$ cat config.mk
export PLATFORM = sky130hd
export DESIGN_NAME = hms_clock_ctrl
export DESIGN_NICKNAME = d
export VERILOG_FILES = /design/src/rtl/hms_clock_ctrl_pkg.sv /design/src/rtl/hms_clock_ctrl_count4.sv /design/src/rtl/hms_clock_ctrl.sv
export SDC_FILE = /design/constraint.sdc
export NUM_CORES = 1
export LEC_CHECK = 0
export ABC_CLOCK_PERIOD_IN_PS = 2300
export CAP_MARGIN = 20
export CORE_ASPECT_RATIO = 0.7
export CORE_UTILIZATION = 50
export CTS_BUF_LIST = sky130_fd_sc_hd__clkbuf_4 sky130_fd_sc_hd__clkbuf_8
export DETAILED_ROUTE_END_ITERATION = 7
export DONT_BUFFER_PORTS = 1
export PLACE_DENSITY_LB_ADDON = 0.05
export SLEW_MARGIN = 20
export SYNTH_ARGS = -nofsm -noshare
export SYNTH_HDL_FRONTEND = slang
export SYNTH_SLANG_ARGS = --single-unit
export TNS_END_PERCENT = 5
$ cat constraint.sdc
create_clock -name clk -period 2.3 [get_ports clk]
set_input_delay 0.46 -clock clk [delete_from_list [all_inputs] [get_ports clk]]
set_output_delay 0.46 -clock clk [all_outputs]
set_load 0.005 [all_outputs]
$ cat src/rtl/hms_clock_ctrl_pkg.sv
// Shared types and constants for the 12-hour HH:MM:SS clock controller.
// Digit order everywhere is {hh_tens, hh_ones, mm_tens, mm_ones, ss_tens, ss_ones}.
package hms_clock_ctrl_pkg;

   typedef enum logic [1:0] {
      ST_RUN,
      ST_LOAD,
      ST_WAIT_REL
   } state_t;

   typedef logic [7:0] bcd_t;

   localparam int          NUM_DIGITS    = 6;
   localparam logic [3:0]  DIGIT_MAX     = 4'd9;
   localparam logic [3:0]  TENS_MAX      = 4'd5;
   localparam logic [3:0]  HOUR_TENS_MAX = 4'd1;
   localparam logic [3:0]  HOUR_ONES_MAX = 4'd2;

   // True when h:m:s is a legal 12-hour BCD time (hour 01-12, min/sec 00-59).
   function automatic logic time_valid(input bcd_t h, input bcd_t m, input bcd_t s);
      return (h[3:0] <= DIGIT_MAX) && (h[7:4] <= DIGIT_MAX) &&
             (m[3:0] <= DIGIT_MAX) && (m[7:4] <= DIGIT_MAX) &&
             (s[3:0] <= DIGIT_MAX) && (s[7:4] <= DIGIT_MAX) &&
             (m <= 8'h59) && (s <= 8'h59) &&
             (((h >= 8'h01) && (h <= 8'h09)) || ((h >= 8'h10) && (h <= 8'h12)));
   endfunction

endpackage

$ cat src/rtl/hms_clock_ctrl_count4.sv
// Loadable 4-bit digit counter; load has priority over enable.
module count4
   import hms_clock_ctrl_pkg::*;
#(
   parameter logic [3:0] RESET_VAL = 4'd0
) (
   input  logic       clk,
   input  logic       reset,
   input  logic       ena,
   input  logic       load,
   input  logic [3:0] d,
   output logic [3:0] q
);

   always_ff @(posedge clk) begin
      if (reset)     q <= RESET_VAL;
      else if (load) q <= d;
      else if (ena)  q <= q + 4'd1;
   end

endmodule

$ cat src/rtl/hms_clock_ctrl.sv
// Sequencing controller for six count4 digits: carry chain, 12->1 hour wrap,
// AM/PM flag, and a validated request/acknowledge time-set port.
module hms_clock_ctrl
   import hms_clock_ctrl_pkg::*;
#(
   parameter bcd_t RESET_HH = 8'h12,
   parameter bcd_t RESET_MM = 8'h00,
   parameter bcd_t RESET_SS = 8'h00,
   parameter logic RESET_PM = 1'b0
) (
   input  logic       clk,
   input  logic       reset,
   input  logic       ena,
   input  logic       set_req,
   input  logic [7:0] set_hh,
   input  logic [7:0] set_mm,
   input  logic [7:0] set_ss,
   input  logic       set_pm,
   output logic       set_ack,
   output logic       set_err,
   output logic [7:0] hh,
   output logic [7:0] mm,
   output logic [7:0] ss,
   output logic       pm
);

   localparam logic [4*NUM_DIGITS-1:0] RESET_DIGITS = {RESET_HH, RESET_MM, RESET_SS};

   state_t state, state_nxt;

   logic                           tick;
   logic                           load_cyc;
   logic                           set_ok;
   logic                           at_h11;
   logic                           at_h12;
   logic [4:0]                     cy;
   logic [NUM_DIGITS-1:0]          d_en;
   logic [NUM_DIGITS-1:0]          d_ld;
   logic [NUM_DIGITS-1:0][3:0]     d_in;
   logic [NUM_DIGITS-1:0][3:0]     q;

   // FSM
   always_ff @(posedge clk) begin
      if (reset) state <= ST_RUN;
      else       state <= state_nxt;
   end

   always_comb begin
      state_nxt = state;
      tick      = 1'b0;
      load_cyc  = 1'b0;
      case (state)
         ST_RUN: begin
            if (set_req) state_nxt = ST_LOAD;
            else         tick      = ena;
         end
         ST_LOAD: begin
            load_cyc  = 1'b1;
            state_nxt = ST_WAIT_REL;
         end
         ST_WAIT_REL: begin
            if (!set_req) state_nxt = ST_RUN;
         end
         default: state_nxt = ST_RUN;
      endcase
   end

   assign set_ok = time_valid(set_hh, set_mm, set_ss);

   // Ripple carry: cy[i] means digit i is being advanced this cycle.
   assign cy[0]  = tick;
   assign cy[1]  = cy[0] && (q[0] == DIGIT_MAX);
   assign cy[2]  = cy[1] && (q[1] == TENS_MAX);
   assign cy[3]  = cy[2] && (q[2] == DIGIT_MAX);
   assign cy[4]  = cy[3] && (q[3] == TENS_MAX);
   assign at_h12 = (q[5] == HOUR_TENS_MAX) && (q[4] == HOUR_ONES_MAX);
   assign at_h11 = (q[5] == HOUR_TENS_MAX) && (q[4] == HOUR_ONES_MAX - 4'd1);

   always_comb begin
      d_en = '0;
      d_ld = '0;
      d_in = '0;
      if (load_cyc && set_ok) begin
         d_ld = '1;
         d_in = {set_hh, set_mm, set_ss};
      end else begin
         for (int i = 0; i < 4; i++) begin
            if (cy[i]) begin
               if (q[i] == (i[0] ? TENS_MAX : DIGIT_MAX)) d_ld[i] = 1'b1;
               else                                      d_en[i] = 1'b1;
            end
         end
         // Hours run 01..12 then back to 01, never through 00.
         if (cy[4]) begin
            if (at_h12) begin
               d_ld[5] = 1'b1;
               d_ld[4] = 1'b1;
               d_in[4] = 4'd1;
            end else if (q[4] == DIGIT_MAX) begin
               d_ld[4] = 1'b1;
               d_en[5] = 1'b1;
            end else begin
               d_en[4] = 1'b1;
            end
         end
      end
   end

   for (genvar g = 0; g < NUM_DIGITS; g++) begin : g_dig
      count4 #(
         .RESET_VAL (RESET_DIGITS[g*4 +: 4])
      ) u_cnt (
         .clk   (clk),
         .reset (reset),
         .ena   (d_en[g]),
         .load  (d_ld[g]),
         .d     (d_in[g]),
         .q     (q[g])
      );
   end

   always_ff @(posedge clk) begin
      if (reset) begin
         pm      <= RESET_PM;
         set_ack <= 1'b0;
         set_err <= 1'b0;
      end else begin
         set_ack <= load_cyc;
         set_err <= load_cyc && !set_ok;
         if (load_cyc && set_ok)  pm <= set_pm;
         else if (cy[4] && at_h11) pm <= ~pm;
      end
   end

   assign hh = {q[5], q[4]};
   assign mm = {q[3], q[2]};
   assign ss = {q[1], q[0]};

endmodule

==> results.toml, run 1 <==
[timing]
period_minus_slack_ns = 2.18
timing.final.ws_setup_ns = 0.123
setup_violations = 0
rsz0062_at_grt = "no"
whs_ns = 0.242
fin_crit_sh = 0.946
tightest_slew_ns = 0.380
finalMaxSlewViolations = 0
finClkSkew_ns = 0.00590
fin_setup_tns_ns = 0
max_freq_ghz = 0.459
slew_headroom = 0.747
hold_violations = 0

[setup_path]
cp_max_fo = 4
cp-endpoint = "g_dig[5].u_cnt.q[3]"
worstSetupPathType = "reg -> reg"
cp-startpoint = "g_dig[5].u_cnt.q[1]"
r2r_setup_slack_ns = 0.12
crit_arrival_ns = 2.38
cp_data_required_time_ns = 2.51
r2r.worst_path.cells = 6
critPathLaunchType = "register"
slowest_stage = "or4b_2"
reg2reg_from = "g_dig[5].u_cnt.q[1]"
crit_chain = "inv_1, ha_1, or4b_2, o21ba_2, or4_1, a21boi_1"
cp-end-kind = "register"
r2r_end = "g_dig[5].u_cnt.q[3]"
slowest_delay_ns = 0.65

[min_path]
hold_depth = 1
worstHoldPathType = "in -> reg"

[power]
leakage_nw = 0.782
cellPowerDensity_nw_per_um2 = 483
peakVddDrop_v = 0.000303

[global_routing]
grt_pass1_vias = 1662
grt_pass1_wl_microns = 7900
grt_max_degree = 25
antenna_found_initial = 0
grtUsageTotal = 0.277
gr-total-overflow = 0

[synth]
yosysSeqAreaShare = 0.316
syn_area_sq_um = 1840
syn_nets = 268
async_flop_share = 0
avgSynthCellArea_sq_um = 8.13
ys.flop_type = "dfxtp_1"
syn_inst = 226
yosys_register_bits = 29
synth_edf_count = 0
ys_types = 43
ys_warn_count = 0

[clocking]
clockBufferDepth = 2
cts_root_buf = "clkbuf_8"
numCtsBuffers = 5
clock-sinks = 29
clkSlewWorstSetupHoldPaths_ns = 0.06
cts_resized = 0
cts_htree_levels = 2
cts_tree = "done"
worstSkewPairLatency_ns = 0.28

[detailed_routing]
routed_wl_microns = 5100
dr.pass1.iters = 4
drt-initial-drc-count = 165
vias = 1839
viasPerCell = 6.26
detail_route.wl_per_cell_microns = 17.4
postRouteAntennaNets = 0
drc = 0

[final_layout]
final_common_cell = "dfxtp_1"
final_util = 0.596
final_nets = 285
synthToLayoutAreaGrowth_pct = 14.0
design_area_sq_um = 2090
drive_gt1_frac = 0.123
antenna_cells = 0
final_cell_mix = "dfxtp_1 (29), nor3_1 (22), buf_4 (18)"

[floorplan]
dieArea_sq_um = 3920
rows = 18
die_w_microns = 74.4
num_io_pins = 56
coreArea_sq_um = 3510
die_h_microns = 52.7
initial_core_util = 0.523

[place]
gp_congestion = 0.823
placed_area_sq_um = 2000
io_buffers = 0
dp_slack_ns = 0.0448
dp_hpwl_microns = 3890

[flow_run]
drv_cap = 0

[run_status]
status = "completed"
## state kept, by name (all words and copies together) (netlist names)
name           count
set_err            1
pm                 1
set_ack            1
state              2
g_dig.u_cnt.q     24
## per-layer routing
layer | vias up | share of wire | global-route usage | wire (microns)
li1 | 891 | - | - | -
met2 | 95 | 0.41 | 0.389 | 2110
met3 | 5 | 0.13 | 0.0885 | 646
met1 | 848 | 0.45 | 0.393 | 2300
met5 | - | 0 | 0 | 0
met4 | 0 | 0.0074 | 0.0881 | 38
## power by group
group | internal [W] | leakage (nW) | switching (W) | total (W)
Clock | 0.000250 | 0.0498 | 0.000196 | 0.000446
Combinational | 0.0000236 | 0.498 | 0.0000305 | 0.0000541
Sequential | 0.000508 | 0.234 | 0.00000425 | 0.000512
Total | 0.000781 | 0.782 | 0.000231 | 0.00101
## area by class of cell
| type | count | area [sq um] |
|---|---|---|
| inverters | 9 | 33.8 |
| multi-input cells | 180 | 1190 |
| clock buffers | 8 | 91.3 |
| repair buffers | 18 | 135 |
| well taps | 50 | 62.6 |
| fillers | 340 | 1420 |
| flip-flops and latches | 29 | 581 |
## cells by family after synthesis
| group | count (synthesis) | synth area share |
|---|---|---|
| compound gates | 57 | 0.204 |
| xor+xnor | 1 | 0.00477 |
| simple gates | 103 | 0.319 |
| fa+ha+maj | 13 | 0.0886 |
| flops | 29 | 0.316 |
| buf+inv | 17 | 0.0354 |
| mux | 6 | 0.0327 |
## through the flow
step	total power [W]	instances
final	0.00101	294
after global routing	0.00105	294
after CTS	0.00102	294
after detailed placement	0.000577	286
after global placement	0.000576	286
after floorplan	0.000563	226
## cells in the mapped netlist (2+ instances only)
cell,number,share of area
o22ai_1,2,0.0068
o21ai_0,8,0.022
nand3b_1,6,0.025
clkbuf_1,7,0.014
o31ai_1,4,0.016
nor4_1,3,0.010
nor4b_1,2,0.0095
or4_1,4,0.016
dfxtp_1,29,0.32
and3b_1,4,0.019
nand4_1,4,0.014
a31oi_1,4,0.014
nand3_1,9,0.025
nand2_1,17,0.035
mux2i_1,6,0.033
a211oi_1,16,0.065
or3_1,5,0.017
inv_1,9,0.018
a21oi_1,14,0.038
nand2b_1,2,0.0068
ha_1,13,0.089
nor3_1,22,0.060
nor2_1,15,0.031
nor2b_1,2,0.0068
## how the worst min path moves through the flow
stage	from	end	slack (ns)
floorplan	state[1]	state[0]	0.47
global placement	state[1]	state[0]	0.48
detailed placement	state[1]	state[0]	0.49
CTS	reset	g_dig[4].u_cnt.q[3]	0.23
global route	reset	g_dig[1].u_cnt.q[2]	0.23
finish	reset	g_dig[4].u_cnt.q[3]	0.24
## critical path, delay by kind of cell (launching register included)
family / cells / cell delay, ns
AND/OR/NAND/NOR: 2 / 1.15
AO/OA/AOI/OAI: 2 / 0.45
flip-flops: 1 / 0.31
adder cells (fa/ha/maj): 1 / 0.15
buffers and inverters: 1 / 0.05
## what timing repair did
action / 4_1_cts / 5_1_grt
buffers inserted: 0 / 0
setup endpoints to repair: 0 / 1
hold buffers: 0 / 0
endpoints found under the hold margin: 0 / 0
(Power assumes the default switching activity.)
==> inputs of run 2 (changes only) <==
--- a/config.mk
+++ b/config.mk
@@ -7,8 +7,10 @@
 export LEC_CHECK = 0
 export ABC_CLOCK_PERIOD_IN_PS = 2300
 export CAP_MARGIN = 20
+export CELL_PAD_IN_SITES_DETAIL_PLACEMENT = 0
+export CELL_PAD_IN_SITES_GLOBAL_PLACEMENT = 2
 export CORE_ASPECT_RATIO = 0.7
-export CORE_UTILIZATION = 50
+export CORE_UTILIZATION = 33
 export CTS_BUF_LIST = sky130_fd_sc_hd__clkbuf_4 sky130_fd_sc_hd__clkbuf_8
 export DETAILED_ROUTE_END_ITERATION = 7
 export DONT_BUFFER_PORTS = 1
==> run 2 against run 1 <==
Maximum frequency increased by 0.96%. Final cell count increased by 9.2%. Register-to-register slack improved by 0.02 ns. Routed wire length increased by 12%. Clock skew about the same. Die area increased by 50%. Via count increased by 0.60%. Utilization decreased by 19 points. Clock power decreased by 3%. Worst hold slack got worse by 0.0047 ns. Count of clock-buffer cells in the layout decreased by 3. Highest routed layer unchanged. Cell area increased by 2.9%.
==> results.toml, run 2 (synthesis gave the netlist of run 1 again) <==
[clocking]
numCtsBuffers = 5
cts_root_buf = "clkbuf_8"
hold_buffers = 0
cts_tree = "done"
clkSlewWorstSetupHoldPaths_ns = 0.07
post_cts_buffers = 0
worstSkewPairLatency_ns = 0.28
cts_htree_levels = 2
cts_resized = 0
clock-sinks = 29
clockBufferDepth = 2

[timing]
finClkSkew_ns = 0.00550
slew_headroom = 0.727
max_freq_ghz = 0.464
period_minus_slack_ns = 2.16
rsz0062_at_grt = "no"
fin_crit_sh = 0.937
hold_violations = 0
tightest_slew_ns = 0.409
fin_setup_tns_ns = 0
setup_violations = 0
finalMaxSlewViolations = 0
whs_ns = 0.237

[setup_path]
cp_max_fo = 4
cp-end-kind = "register"
worstSetupPathType = "reg -> reg"
crit_arrival_ns = 2.37
r2r_setup_slack_ns = 0.14
cp_data_required_time_ns = 2.51
critPathLaunchType = "register"

[detailed_routing]
routed_wl_microns = 5720
postRouteAntennaNets = 0
detail_route.wl_per_cell_microns = 17.8
vias = 1850
viasPerCell = 5.76
drc = 0
drt-initial-drc-count = 96
dr.pass1.iters = 4

[floorplan]
die_w_microns = 91.2
dieArea_sq_um = 5870
num_io_pins = 56
initial_core_util = 0.346
die_h_microns = 64.4
rows = 22
coreArea_sq_um = 5310

[final_layout]
seq_area_sq_um = 581
final_nets = 290
multiInputGateArea_sq_um = 1190
reg_top3 = "g_dig.u_cnt.q: 24 flops, state: 2 flops"
instances_no_fill = 321
final_common_cell = "dfxtp_1"
largest_reg_flops = 24
largest_register = "g_dig.u_cnt.q"
fill_cells = 557
antenna_cells = 0
final_cell_mix = "dfxtp_1 (29), buf_4 (23), nor3_1 (22)"
drive_gt1_frac = 0.141
synthToLayoutAreaGrowth_pct = 17.3

[power]
peakVddDrop_v = 0.000299
p_total_w = 0.00100
leakage_nw = 0.801
cellPowerDensity_nw_per_um2 = 464

[global_routing]
gr-total-overflow = 0
antenna_found_initial = 0
grt_pass1_vias = 1671
grt_max_degree = 25
grt_pass1_wl_microns = 9000
grtUsageTotal = 0.203

[place]
dp.cells = 313
dp_hpwl_microns = 4480
gp_congestion = 0.790
io_buffers = 0

[flow_run]
drv_cap = 0

[min_path]
worstHoldPathType = "in -> reg"

[run_status]
status = "completed"
-- run 2: layout make-up --
type,instances,area share
Clock inverter,3,0.00813
Sequential cell,29,0.269
Multi-Input combinational cell,180,0.553
Clock buffer,5,0.0319
Inverter,9,0.0157
Tap cell,72,0.0418
Timing Repair Buffer,23,0.0801
-- run 2: per-stage QoR --
step / cell area [sq um] / utilization / worst slack, ns
floorplan: 1840 / - / 0.00824
global placement: 2070 / 0.389 / 0.0735
detailed placement: 2070 / 0.389 / 0.0397
CTS: 2150 / 0.406 / 0.131
global route: 2150 / 0.406 / 0.0368
finish: 2150 / 0.406 / 0.144
-- run 2: path summary, 6_finish.rpt --
kind | cells after the start | to | start
max | 5 | g_dig[5].u_cnt.q[3] | state[1]
min | 1 | g_dig[4].u_cnt.q[3] | reset
max reg2reg | 5 | g_dig[5].u_cnt.q[3] | state[1]
min reg2reg | 2 | state[0] | state[0]
-- run 2: report_power, final --
part           switching (W)  internal (W)
clock               0.000222      0.000209
combinational      0.0000329     0.0000249
sequential        0.00000344      0.000507
-- run 2: critical path, stage by stage, from the launching register on --
cell,delay (ns)
dfxtp_1,0.32
or4b_1,0.62
nor4_4,0.44
nand2_4,0.10
or4_1,0.47
a21boi_1,0.15
-- run 2: per-layer routing --
| metal | GRT usage | wire (microns) | up-vias |
|---|---|---|---|
| met2 | 0.278 | 2250 | 49 |
| met5 | 0 | 0 | - |
| met3 | 0.0587 | 390 | 4 |
| met1 | 0.303 | 3040 | 896 |
| met4 | 0.0536 | 44 | 0 |
| li1 | - | - | 901 |
